==> src/rtl/pdm_tx.sv <==
// pdm_tx: PCM-to-PDM transmitter.
//
// Signed PCM samples enter a small FIFO over a valid/ready stream. Each sample
// is held for OSR PDM bit periods and fed to a first-order sigma-delta
// modulator. The 1-bit result is driven together with a divided bit clock.
//
// Build option:
//   PDM_TX_TEST_PAT_EN  when defined, the modulator input is fixed at 16'h501A,
//                       the FIFO is bypassed (accepted samples are dropped),
//                       fifo_level stays 0 and underrun never fires.
//
// Ports:
//   clk_board   in   system clock
//   rst_n       in   asynchronous active-low reset
//   en          in   transmitter enable (sync to clk_board)
//   pcm_valid   in   input sample valid
//   pcm_ready   out  FIFO can accept a sample
//   pcm_data    in   signed PCM sample, PCM_DSIZE bits
//   pdm_clk     out  PDM bit clock; the receiver samples on its rising edge
//   pdm_data    out  PDM bitstream, changes as pdm_clk falls
//   underrun    out  one-cycle pulse: a sample was due and the FIFO was empty
//   fifo_level  out  current FIFO occupancy
module pdm_tx #(
  parameter int PCM_DSIZE  = 16,
  parameter int CLK_DIV    = 20,
  parameter int OSR        = 64,
  parameter int FIFO_DEPTH = 4
) (
  input  logic                          clk_board,
  input  logic                          rst_n,
  input  logic                          en,
  input  logic                          pcm_valid,
  output logic                          pcm_ready,
  input  logic [PCM_DSIZE-1:0]          pcm_data,
  output logic                          pdm_clk,
  output logic                          pdm_data,
  output logic                          underrun,
  output logic [$clog2(FIFO_DEPTH):0]   fifo_level
);

  localparam int HALF  = CLK_DIV / 2;
  localparam int DIV_W = $clog2(CLK_DIV);
  localparam int BIT_W = $clog2(OSR);
  localparam int PTR_W = $clog2(FIFO_DEPTH);
  localparam int LVL_W = PTR_W + 1;

  typedef enum logic {IDLE = 1'b0, RUN = 1'b1} state_t;

  state_t               state, state_nxt;
  logic                 run;

  logic [DIV_W-1:0]     div, div_nxt;
  logic [BIT_W-1:0]     bit_idx;
  logic [PCM_DSIZE-1:0] acc, cur_sample, mod_sample, u;
  logic [PCM_DSIZE:0]   sum;
  logic                 bit_evt, fetch, underrun_evt;

  logic                 push, pop, full, empty;
  logic [LVL_W-1:0]     count;
  logic [PTR_W-1:0]     rd_ptr, wr_ptr;
  logic [PCM_DSIZE-1:0] mem [FIFO_DEPTH];

  // ---------------------------------------------------------------- FSM
  always_ff @(posedge clk_board or negedge rst_n) begin
    if (!rst_n) state <= IDLE;
    else        state <= state_nxt;
  end

  always_comb begin
    state_nxt = state;
    case (state)
      IDLE:    if (en)  state_nxt = RUN;
      RUN:     if (!en) state_nxt = IDLE;
      default: state_nxt = IDLE;
    endcase
  end

  always_comb begin
    run = (state == RUN);
`ifdef PDM_TX_TEST_PAT_EN
    pcm_ready = run;
`else
    pcm_ready = run && !full;
`endif
  end

  // ---------------------------------------------------------------- timing
  // div is held at 0 in IDLE so the first RUN cycle starts a fresh bit with
  // pdm_clk already high.
  always_comb begin
    div_nxt = '0;
    if (run) div_nxt = (div == DIV_W'(CLK_DIV - 1)) ? '0 : div + 1'b1;
  end

  // Bit event sits on the last high cycle, so pdm_data moves with the
  // falling edge and is stable for half a period either side of the rise.
  // Gated by en: a disabling cycle must not pop or flag an underrun.
  assign bit_evt = run && en && (div == DIV_W'(HALF - 1));
  assign fetch   = bit_evt && (bit_idx == '0);

  assign empty = (count == '0);
  assign full  = (count == LVL_W'(FIFO_DEPTH));

  // ---------------------------------------------------------------- source select
`ifdef PDM_TX_TEST_PAT_EN
  localparam logic [PCM_DSIZE-1:0] TEST_PAT = PCM_DSIZE'(16'h501A);
  logic unused_in;
  assign unused_in    = &{1'b0, pcm_valid, empty};
  assign push         = 1'b0;
  assign pop          = 1'b0;
  assign underrun_evt = 1'b0;
  assign mod_sample   = TEST_PAT;
`else
  assign push         = pcm_valid && pcm_ready;
  assign pop          = fetch && !empty;
  assign underrun_evt = fetch && empty;
  // A freshly fetched sample drives the very bit it was fetched on.
  always_comb begin
    mod_sample = cur_sample;
    if (fetch) mod_sample = empty ? '0 : mem[rd_ptr];
  end
`endif

  // ---------------------------------------------------------------- modulator
  // Offset binary makes the carry out of the accumulator the PDM bit; the
  // ones density is exactly u / 2^PCM_DSIZE with no clipping case.
  assign u   = {~mod_sample[PCM_DSIZE-1], mod_sample[PCM_DSIZE-2:0]};
  assign sum = {1'b0, acc} + {1'b0, u};

  // ---------------------------------------------------------------- datapath
  always_ff @(posedge clk_board or negedge rst_n) begin
    if (!rst_n) begin
      div        <= '0;
      bit_idx    <= '0;
      acc        <= '0;
      cur_sample <= '0;
      pdm_clk    <= 1'b0;
      pdm_data   <= 1'b0;
      underrun   <= 1'b0;
      count      <= '0;
      rd_ptr     <= '0;
      wr_ptr     <= '0;
    end else if (!en) begin
      // Leaving (or staying in) IDLE: discard everything, no drain.
      div        <= '0;
      bit_idx    <= '0;
      acc        <= '0;
      cur_sample <= '0;
      pdm_clk    <= 1'b0;
      pdm_data   <= 1'b0;
      underrun   <= 1'b0;
      count      <= '0;
      rd_ptr     <= '0;
      wr_ptr     <= '0;
    end else begin
      div      <= div_nxt;
      pdm_clk  <= (div_nxt < DIV_W'(HALF));
      underrun <= underrun_evt;
      if (bit_evt) begin
        bit_idx    <= bit_idx + 1'b1;
        cur_sample <= mod_sample;
        acc        <= sum[PCM_DSIZE-1:0];
        pdm_data   <= sum[PCM_DSIZE];
      end
      if (push) wr_ptr <= wr_ptr + 1'b1;
      if (pop)  rd_ptr <= rd_ptr + 1'b1;
      count <= count + LVL_W'(push) - LVL_W'(pop);
    end
  end

  // FIFO storage needs no reset; occupancy is tracked by count.
  always_ff @(posedge clk_board) begin
    if (push) mem[wr_ptr] <= pcm_data;
  end

  assign fifo_level = count;

endmodule

==> config.mk <==
export PLATFORM = sky130hd
export DESIGN_NAME = pdm_tx
export DESIGN_NICKNAME = d
export VERILOG_FILES = /design/src/rtl/pdm_tx.sv
export SDC_FILE = /design/constraint.sdc
export NUM_CORES = 1
export LEC_CHECK = 0
export BUFFER_PORTS_ARGS = -buffer_cell sky130_fd_sc_hd__buf_2
export CAP_MARGIN = 20
export CORE_MARGIN = 5
export CORE_UTILIZATION = 66
export CTS_BUF_LIST = sky130_fd_sc_hd__clkbuf_4 sky130_fd_sc_hd__clkbuf_8 sky130_fd_sc_hd__clkbuf_16
export CTS_CLUSTER_DIAMETER = 30
export DETAILED_ROUTE_END_ITERATION = 7
export HOLD_SLACK_MARGIN = 0.05
export PLACE_DENSITY = 0.89
export SLEW_MARGIN = 20
export SYNTH_ARGS = -nofsm -noshare
export SYNTH_HDL_FRONTEND = slang
export SYNTH_SLANG_ARGS = --single-unit
==> constraint.sdc <==
create_clock -name clk_board -period 8.7 [get_ports clk_board]
set_input_delay 1.74 -clock clk_board [delete_from_list [all_inputs] [get_ports clk_board]]
set_output_delay 1.74 -clock clk_board [all_outputs]
set_load 0.01 [all_outputs]
==> results of run 1 <==
[per-stage QoR]
stage,setup slack [ns],instance area (µm²)
floorplan,4.10,5710
global placement,2.89,5880
detailed placement,2.77,5880
CTS,3.20,6450
global route,2.87,6450
finish,3.08,6450
[final cells by class]
type / count / area share, %
multi-input combinational: 290 / 35.3
clock buffer: 17 / 6.42
inverter: 16 / 0.931
sequential: 118 / 50.8
timing repair buffer: 27 / 2.13
tap: 108 / 2.10
clock inverter: 15 / 2.37
[power by group through the flow]
stage / Clock (mW) / Combinational (mW) / Sequential [mW]
2_1_floorplan: 0 / 0.0217 / 0.617
3_3_place_gp: 0 / 0.0399 / 0.617
3_5_place_dp: 0 / 0.0421 / 0.618
4_1_cts: 0.670 / 0.0440 / 0.607
5_1_grt: 0.699 / 0.0487 / 0.608
6_report: 0.665 / 0.0438 / 0.607
[cell usage in the layout (no fill, tap or decap), types with 2 or more instances in the layout]
cell type  instances
o21ai_0           23
nand4_1            5
o31ai_1            2
and3_1             6
buf_2             26
a21boi_0           3
ha_1              30
dfrtp_1           53
mux2i_1            2
mux4_2            16
clkinv_8           2
a21oi_2            2
a21o_1            31
inv_6              7
inv_1             16
inv_8              3
nand3_1           24
clkinv_4           2
and2_1            21
nor3b_1            2
xor2_1            11
a31oi_1            3
nand2_1           25
xnor2_1            8
nor2_1            12
nand2_2            2
a311oi_1           2
o21a_1             3
o21bai_1           3
and2_0             2
edfxtp_1          64
clkbuf_16         16
o21ai_1            5
a21oi_1           22
nor3_1             5
fa_1               2
[worst paths after layout]
check / to / depth (start not counted)
min in group asynchronous: div[3] / 2
min reg2reg: cur_sample[5] / 1
max: acc[8] / 15
max reg2reg: acc[8] / 16
min: cur_sample[5] / 1
max in group asynchronous: rd_ptr[0] / 2
[metal layers]
layer / share of wire, % / GRT usage, % / vias up
li1: - / - / 1708
met1: 43 / 32.9 / 1837
met2: 50 / 39.2 / 136
met3: 5.3 / 5.89 / 30
met4: 2.2 / 9.86 / 0
met5: 0 / 0 / -
[registers in the layout, summed over array words and instances, names as in the netlist]
| signal | count |
|---|---|
| acc | 16 |
| rd_ptr | 2 |
| cur_sample | 16 |
| bit_idx | 6 |
| wr_ptr | 2 |
| pdm_data | 1 |
| run | 1 |
| div | 5 |
| underrun | 1 |
| mem | 64 |
| pdm_clk | 1 |
| fifo_level | 3 |
[Yosys cell counts, types with 2 or more instances]
| cell | instances | area (µm²) |
|---|---|---|
| edfxtp_1 | 64 | 1920 |
| dfrtp_1 | 54 | 1350 |
| a21o_1 | 31 | 233 |
| ha_1 | 30 | 375 |
| nand2_1 | 26 | 97.6 |
| nand3_1 | 24 | 120 |
| o21ai_0 | 23 | 115 |
| a21oi_1 | 22 | 110 |
| and2_1 | 21 | 131 |
| inv_1 | 16 | 60.1 |
| mux4_2 | 16 | 360 |
| nor2_1 | 12 | 45.0 |
| xor2_1 | 11 | 96.3 |
| xnor2_1 | 8 | 70.1 |
| clkbuf_1 | 7 | 26.3 |
| and3_1 | 6 | 37.5 |
| buf_2 | 6 | 30.0 |
| nand4_1 | 5 | 31.3 |
| nor3_1 | 5 | 25.0 |
| o21ai_1 | 5 | 25.0 |
| a21boi_0 | 3 | 22.5 |
| a31oi_1 | 3 | 18.8 |
| buf_4 | 3 | 22.5 |
| o21a_1 | 3 | 22.5 |
| o21bai_1 | 3 | 22.5 |
| a21oi_2 | 2 | 17.5 |
| a311oi_1 | 2 | 17.5 |
| and2_0 | 2 | 12.5 |
| buf_6 | 2 | 22.5 |
| fa_1 | 2 | 40.0 |
| mux2i_1 | 2 | 20.0 |
| nor3b_1 | 2 | 15.0 |
| o31ai_1 | 2 | 15.0 |
[logic make-up (layout without fill, tap and decap cells)]
kind of cell,after synthesis,in the layout,synth area share (%)
DFF,118,118,57.3
and+or+nand+nor,116,116,11.0
AOI/OAI and AO/OA,105,105,12.0
buffers and inverters,35,75,2.89
adders and majority gates,32,32,7.27
xor gates and xnor gates,19,19,2.91
muxes,18,18,6.66
[worst reg2reg max path, delay by kind of cell, from the launching register on]
kind	cells	cell delay, ns
compound gates	4	0.80
xor+xnor	1	0.16
fa+ha+maj	3	0.72
buf+inv	2	0.15
flops	1	0.39
simple gates	6	2.30
==> metrics.md, run 1 <==
| Metric | Value |
|---|---|
| Static Leak | 2.91 nW |
| # setup viols final | 0 |
| WP data arrival | roughly 6 ns |
| Yosys warnings | 0 |
| Non-Filler Instances | a little under 600 |
| Max clock buf depth | 2 |
| Flops & latches, synth | ~120 |
| Setup TNS | 0 ns |
| First-pass GRT wire length | around 19 mm |
| Buffer count from post-CTS setup fixing | 0 |
| Storage cell area | between 3000 and 4000 µm² |
| Clk pwr share | around half |
| Final core area utilization | 75.1% |
| Critical Path Source | en |
| DR vias/cell | roughly 6.3 |
| Clk Tree Root Cell | clkbuf_8 |
| Final period util | 64.6% |
| Worst reg2reg path startpoint | bit_idx[0] |
| Post-synthesis sequential area ratio | around 57% |
| Combinational power share | between 3 and 4% |
| WL per Instance | 20.1 µm |
| HP Class | flip-flop to flip-flop |
| Core Region | between 8000 and 9000 µm² |
| CTS Buf Count | 17 |
| Largest net degree at the start of global routing | 55 |
| DRC | 0 |
| Pwr Total | between 1 and 1.5 mW |
| Status | completed |
| Drt first pass iters | 4 |
| CTS clk-pin slew, worst paths | about 0.060 ns |
| Slew Limit Headroom | roughly a third |
| Final ANT Viol Nets | 0 |
| Max-Cap Viols | 0 |
| PostCTS Resize Cnt | 0 |
| Die Height | 103 µm |
| Number of diodes | 0 |
| Nets@finish | 522 |
| Int Pwr | 0.983 mW |
| Post-Syn Instances | between 400 and 500 |
| Num ports | 27 |
| Die width | a little over 100 µm |
| Worst Tran Pin Value | 1.00 ns |
| Critical path startpoint category | input port |
| DR vias | approximately 3700 |
| Final max-slew violation count | 0 |
| DP Wirelength | between 7 and 8 mm |
| Number of DRC markers after the initial detailed-route iteration | ~260 |
| Unrepaired setup endpoints after global routing | no |
| Final Hold Fails | 0 |
| Worst skew pair latency | 0.51 ns |
| Net Sw Frac | between 20% and 30% |
| Core Rows | 34 |
| Die area | approximately 11000 µm² |
| Clk_skew | 0.00930 ns |
| Hold slack | between 0.4 and 0.5 ns |
| Buf/Inv on CP | 2 |
| Crit-path slowest cell | nand4_1 |
| Vias in the first global route | about 3700 |
| Worst vdd ir | 0.216 mV |
| Flop-to-flop setup slack | 4.07 ns |
| NetSw | 0.333 mW |
| Critical path, cell by cell | buf_2 -> and4b_1 -> nand4_1 -> nor2_8 -> and2_1 -> a21o_1 -> ha_1 -> inv_1 -> fa_1 -> nand3b_1 -> and2_1 -> o21ai_0 -> a21boi_0 -> xor2_1 -> o21ai_0 |
| Clock H-tree levels | 4 |
| Clock sink count | approximately 120 |
| Seq pwr share | 46.2% |
| Post-synth EDFFs | 64 |
| Synth-to-Final Area Change | 12.9% |
| CP delay by family, top | simple AND/OR/NAND/NOR gates |
| Placed cell count | around 560 |
| Share of post-route cells with drive strength above 1 | ~18% |
| Critical-path maximum fanout | 28 |
| Gr usage total | about a quarter |
| Filler cell count | just over 500 |
| Crit Path Class | input port to flip-flop |
| CTS tree | built |
| Initial Util | approximately 66% |
| Async SR Flop Fraction | a little under half |
| Syn nets | approximately 500 |
| Grt ovf | 0 |
| Synthesized area per cell | 12.9 µm² |
| Crit path required time | 9.10 ns |
| PortBufs | 26 |
| Area of the multi-input gates | around 2300 µm² |
| Netlist cell types | 53 |
| Hold_buf cts | 0 |
| Crit-path max cell delay | 0.80 ns |
| Max Freq | roughly 0.18 GHz |
| Tmin final | 5.62 ns |
| Main flop type after synthesis | edfxtp_1 |
| Pwr dens | between 200 and 250 nW/µm² |
| Min-delay src | cur_sample[5] |
| Mapped cell area | 5710 µm² |
| Initial antenna violation count | 0 |
| Placer congestion estimate | 0.878 |
| Final wirelength | 11.9 mm |
| Crit end category | flip-flop |
No activity file was read; power rests on OpenSTA's default activity.
==> run 2: changes to the inputs <==
Settings changed: ABC_AREA set to 1, CORE_UTILIZATION 66 to 62, PLACE_DENSITY 0.89 to 0.84.
Clock period 8.7 ns to 5.25 ns, I/O delays scaled along.
==> run 2 against run 1 <==
Compared with the run above:
- first-iteration DRC count decreased by 6.6%
- core utilization decreased by 4.2 points
- die area increased by 11%
- combinational power increased by 64%
- register-to-register slack got worse by 2.5 ns
- sequential cell count unchanged
- sequential power increased by 65%
- clock skew about the same
- sequential share of layout area decreased by 2.8 points
- global-route usage decreased by 1.2 points
- routed wire length increased by 4.3%
- critical path depth increased by 3
- critical endpoint is now acc[12]
- largest cell class unchanged
- largest power group unchanged
==> metrics.md, run 2 <==
| Metric | Value |
|---|---|
| Status | completed |
| Min-delay src | pdm_data |
| Worst vdd ir | 0.356 mV |
| CTS tree | built |
| DRC | 0 |
| Crit end category | flip-flop |
| Critical path, cell by cell | clkinv_1 -> nand3_1 -> and2_1 -> a21oi_2 -> inv_1 -> ha_1 -> inv_1 -> fa_1 -> inv_1 -> nand3_1 -> nand2_1 -> nand2_1 -> nand2_1 -> nand2_1 -> nand2_1 -> nand2_1 -> nand3_1 -> nand2_1 |
| Core Region | between 9000 and 10000 µm² |
| Share of post-route cells with drive strength above 1 | a little over an eighth |
| Netlist cell types | just over 40 |
| Worst Tran Pin Value | about 0.93 ns |
| Synthesized area per cell | 9.09 µm² |
| Clk_skew | between 0.009 and 0.01 ns |
| Core Rows | 36 |
| Initial Util | a little over three fifths |
| Async SR Flop Fraction | between 40% and 50% |
| Critical-path maximum fanout | 18 |
| Clk pwr share | roughly half |
| Net Sw Frac | between 20% and 30% |
| Post-synthesis compound-gate area fraction | 5.92% |
| Largest family of logic cells by synthesized area | simple AND/OR/NAND/NOR gates |
| Final Hold Fails | 0 |
| Number of diodes | 0 |
| Top-count cell post-synth | nand2_1 |
| Simple-Gate Fraction of Synth Area | between 20 and 25% |
| Synth-to-Final Area Change | 12.9% |
| Combinational power share | under 10% |
| Largest Register | mem |
| Seq pwr share | 45.8% |
| Mapped cell area | 6050 µm² |
| CP most frequent cell | nand2_1 |
| Crit-path slowest cell | dfrtp_1 |
| Syn nets | about 720 |
| Main flop type after synthesis | edfxtp_1 |
| PostCTS Resize Cnt | 0 |
| Static Leak | between 3 and 4 nW |
| Flops & latches, synth | roughly 120 |
| Buffer count from post-CTS setup fixing | 0 |
| Yosys warnings | 0 |
| DP Wirelength | between 7 and 8 mm |
| Critical path startpoint category | flip-flop |
| Max-Cap Viols | 0 |
| Die width | 109 µm |
| PortBufs | 26 |
| Int Pwr | around 1.7 mW |
| Num ports | 27 |
| Unrepaired setup endpoints after global routing | no |
| Drt first pass iters | 5 |
| Max clock buf depth | 2 |
| Gr usage total | approximately a quarter |
| CTS Buf Count | 17 |
| Post-synth EDFFs | 64 |
| Largest register FFs | 64 |
| # setup viols final | 0 |
| Die Height | 109 µm |
| Grt ovf | 0 |
| Final ANT Viol Nets | 0 |
| Worst reg2reg path startpoint | rd_ptr[1] |
| Placer congestion estimate | 0.851 |
| Final period util | around 70% |
| Clock sink count | ~120 |
| Xor/xnor cell area share of the yosys netlist | 1.01% |
| Clock H-tree levels | 4 |
| Final wirelength | roughly 12 mm |
| Setup ws final | approximately 1.6 ns |
| Post-synthesis sequential area ratio | a little over half |
| Biggest regs | mem (64), acc (16), cur_sample (16) |
| Filler cell count | slightly above 700 |
| Hold_buf cts | 0 |
| Critical Path Source | rd_ptr[1] |
| Pwr dens | 320 nW/µm² |
| Adder-cell share of the synthesized area | ~6.9% |
| Crit path required time | 5.66 ns |
| Worst skew pair latency | 0.52 ns |
| Crit-path max cell delay | 0.83 ns |
| Area contributors post-synth | edfxtp_1, dfrtp_1, nand2_1 |
| Initial antenna violation count | 0 |
| Setup TNS | 0 ns |
| Largest net degree at the start of global routing | 55 |
| Leading cell types in the layout, fill and taps excluded | nand2_1, inv_1, edfxtp_1, nand3_1, dfrtp_1 |
| Nets@finish | around 750 |
| NetSw | 0.524 mW |
| Largest area contributor in the netlist | edfxtp_1 |
| Most common cell after layout, fill and taps aside | nand2_1 |
| Crit Path Class | flip-flop to flip-flop |
| DR vias | between 4000 and 5000 |
| Slew Limit Headroom | roughly two fifths |
| Synth top cells by count | nand2_1, inv_1, edfxtp_1, nand3_1, dfrtp_1 |
| CTS clk-pin slew, worst paths | roughly 0.06 ns |
| Dpl ws | 1.25 ns |
| Final max-slew violation count | 0 |
| WL per Instance | 14.8 µm |
| Die area | approximately 12000 µm² |
| Number of DRC markers after the initial detailed-route iteration | roughly 240 |
| Post-synthesis mux area share | 0% |
| WP data arrival | ~4.1 ns |
| Vias in the first global route | 4508 |
| Clk Tree Root Cell | clkbuf_8 |
| Post-synth top area share | about a third |
| Tmin final | between 3 and 4 ns |
| DR vias/cell | roughly 5.3 |
| Max Freq | around 0.27 GHz |
| HP Class | flip-flop to flip-flop |
| Post-Syn Instances | approximately 670 |
| First-pass GRT wire length | between 20 and 25 mm |
run 2: cell count changes after synthesis, sizes merged, moves of 5 or more:
cell,before,now
xor2,11,5
and3,6,1
mux4,16,0
a21o,31,0
nor2,14,60
and2,24,16
inv,16,98
a21oi,24,35
xnor2,8,2
o21ai,28,19
nand2,27,186
nand3,24,58
run 2: cells by family after synthesis:
family	count (synthesis)
AND/OR/NAND/NOR	330
flip-flops	118
buffers and inverters	117
AO/OA/AOI/OAI	61
adder cells (fa/ha/maj)	32
XOR/XNOR	7
run 2: area by class of cell:
type	instances	area [µm²]	share of cell area (%)
multi-input combinational	430	2300	33.7
sequential	118	3270	47.9
clock buffer	18	422	6.18
inverter	99	379	5.55
tap	133	166	2.44
clock inverter	14	143	2.09
timing repair buffer	28	145	2.13
run 2: power groups by stage:
stage	Combinational, mW	Clock (mW)	Sequential (mW)
5_1_grt	0.0815	1.18	1.00
4_1_cts	0.0728	1.12	1.00
3_5_place_dp	0.0715	0	1.02
2_1_floorplan	0.0354	0	1.02
3_3_place_gp	0.0680	0	1.02
6_report	0.0717	1.11	1.00
run 2: layer usage:
metal  up-vias  wire length, µm  track usage, %  part of all wire, %
li1       2191                -               -                    -
met1      2106             5320            28.3                   43
met2        96             6420            41.0                   52
met3        25              460            5.86                  3.7
met4         0              215            7.57                  1.7
met5         -                0               0                    0
run 2: final timing paths:
check                              to  slack, ns  depth (start not counted)
hold / removal               pdm_data       0.48                          2
setup / recovery              acc[12]       1.59                         18
hold reg to reg              pdm_data       0.48                          2
max in group asynchronous     acc[15]       4.14                          2
min in group asynchronous  bit_idx[0]       0.65                          2
setup reg to reg              acc[12]       1.59                         18
run 2: metrics by stage:
stage | instances | instance area [µm²] | util (%) | hold slack (ns) | total power, mW
6_report | 840 | 6830 | 70.8 | 0.483 | 2.19
5_1_grt | 840 | 6830 | 70.8 | 0.513 | 2.26
4_1_cts | 840 | 6830 | 70.8 | 0.484 | 2.19
3_5_place_dp | 808 | 6260 | 65.0 | 0.470 | 1.09
3_3_place_gp | 808 | 6260 | 65.0 | 0.461 | 1.09
2_1_floorplan | 665 | 6050 | - | 0.455 | 1.06
run 2: critical path, delay by kind of cell, from the launching register on:
family	cells	cell delay, ns
flops	1	0.83
compound gates	1	0.07
buf+inv	4	0.91
fa+ha+maj	2	0.57
simple gates	11	1.14
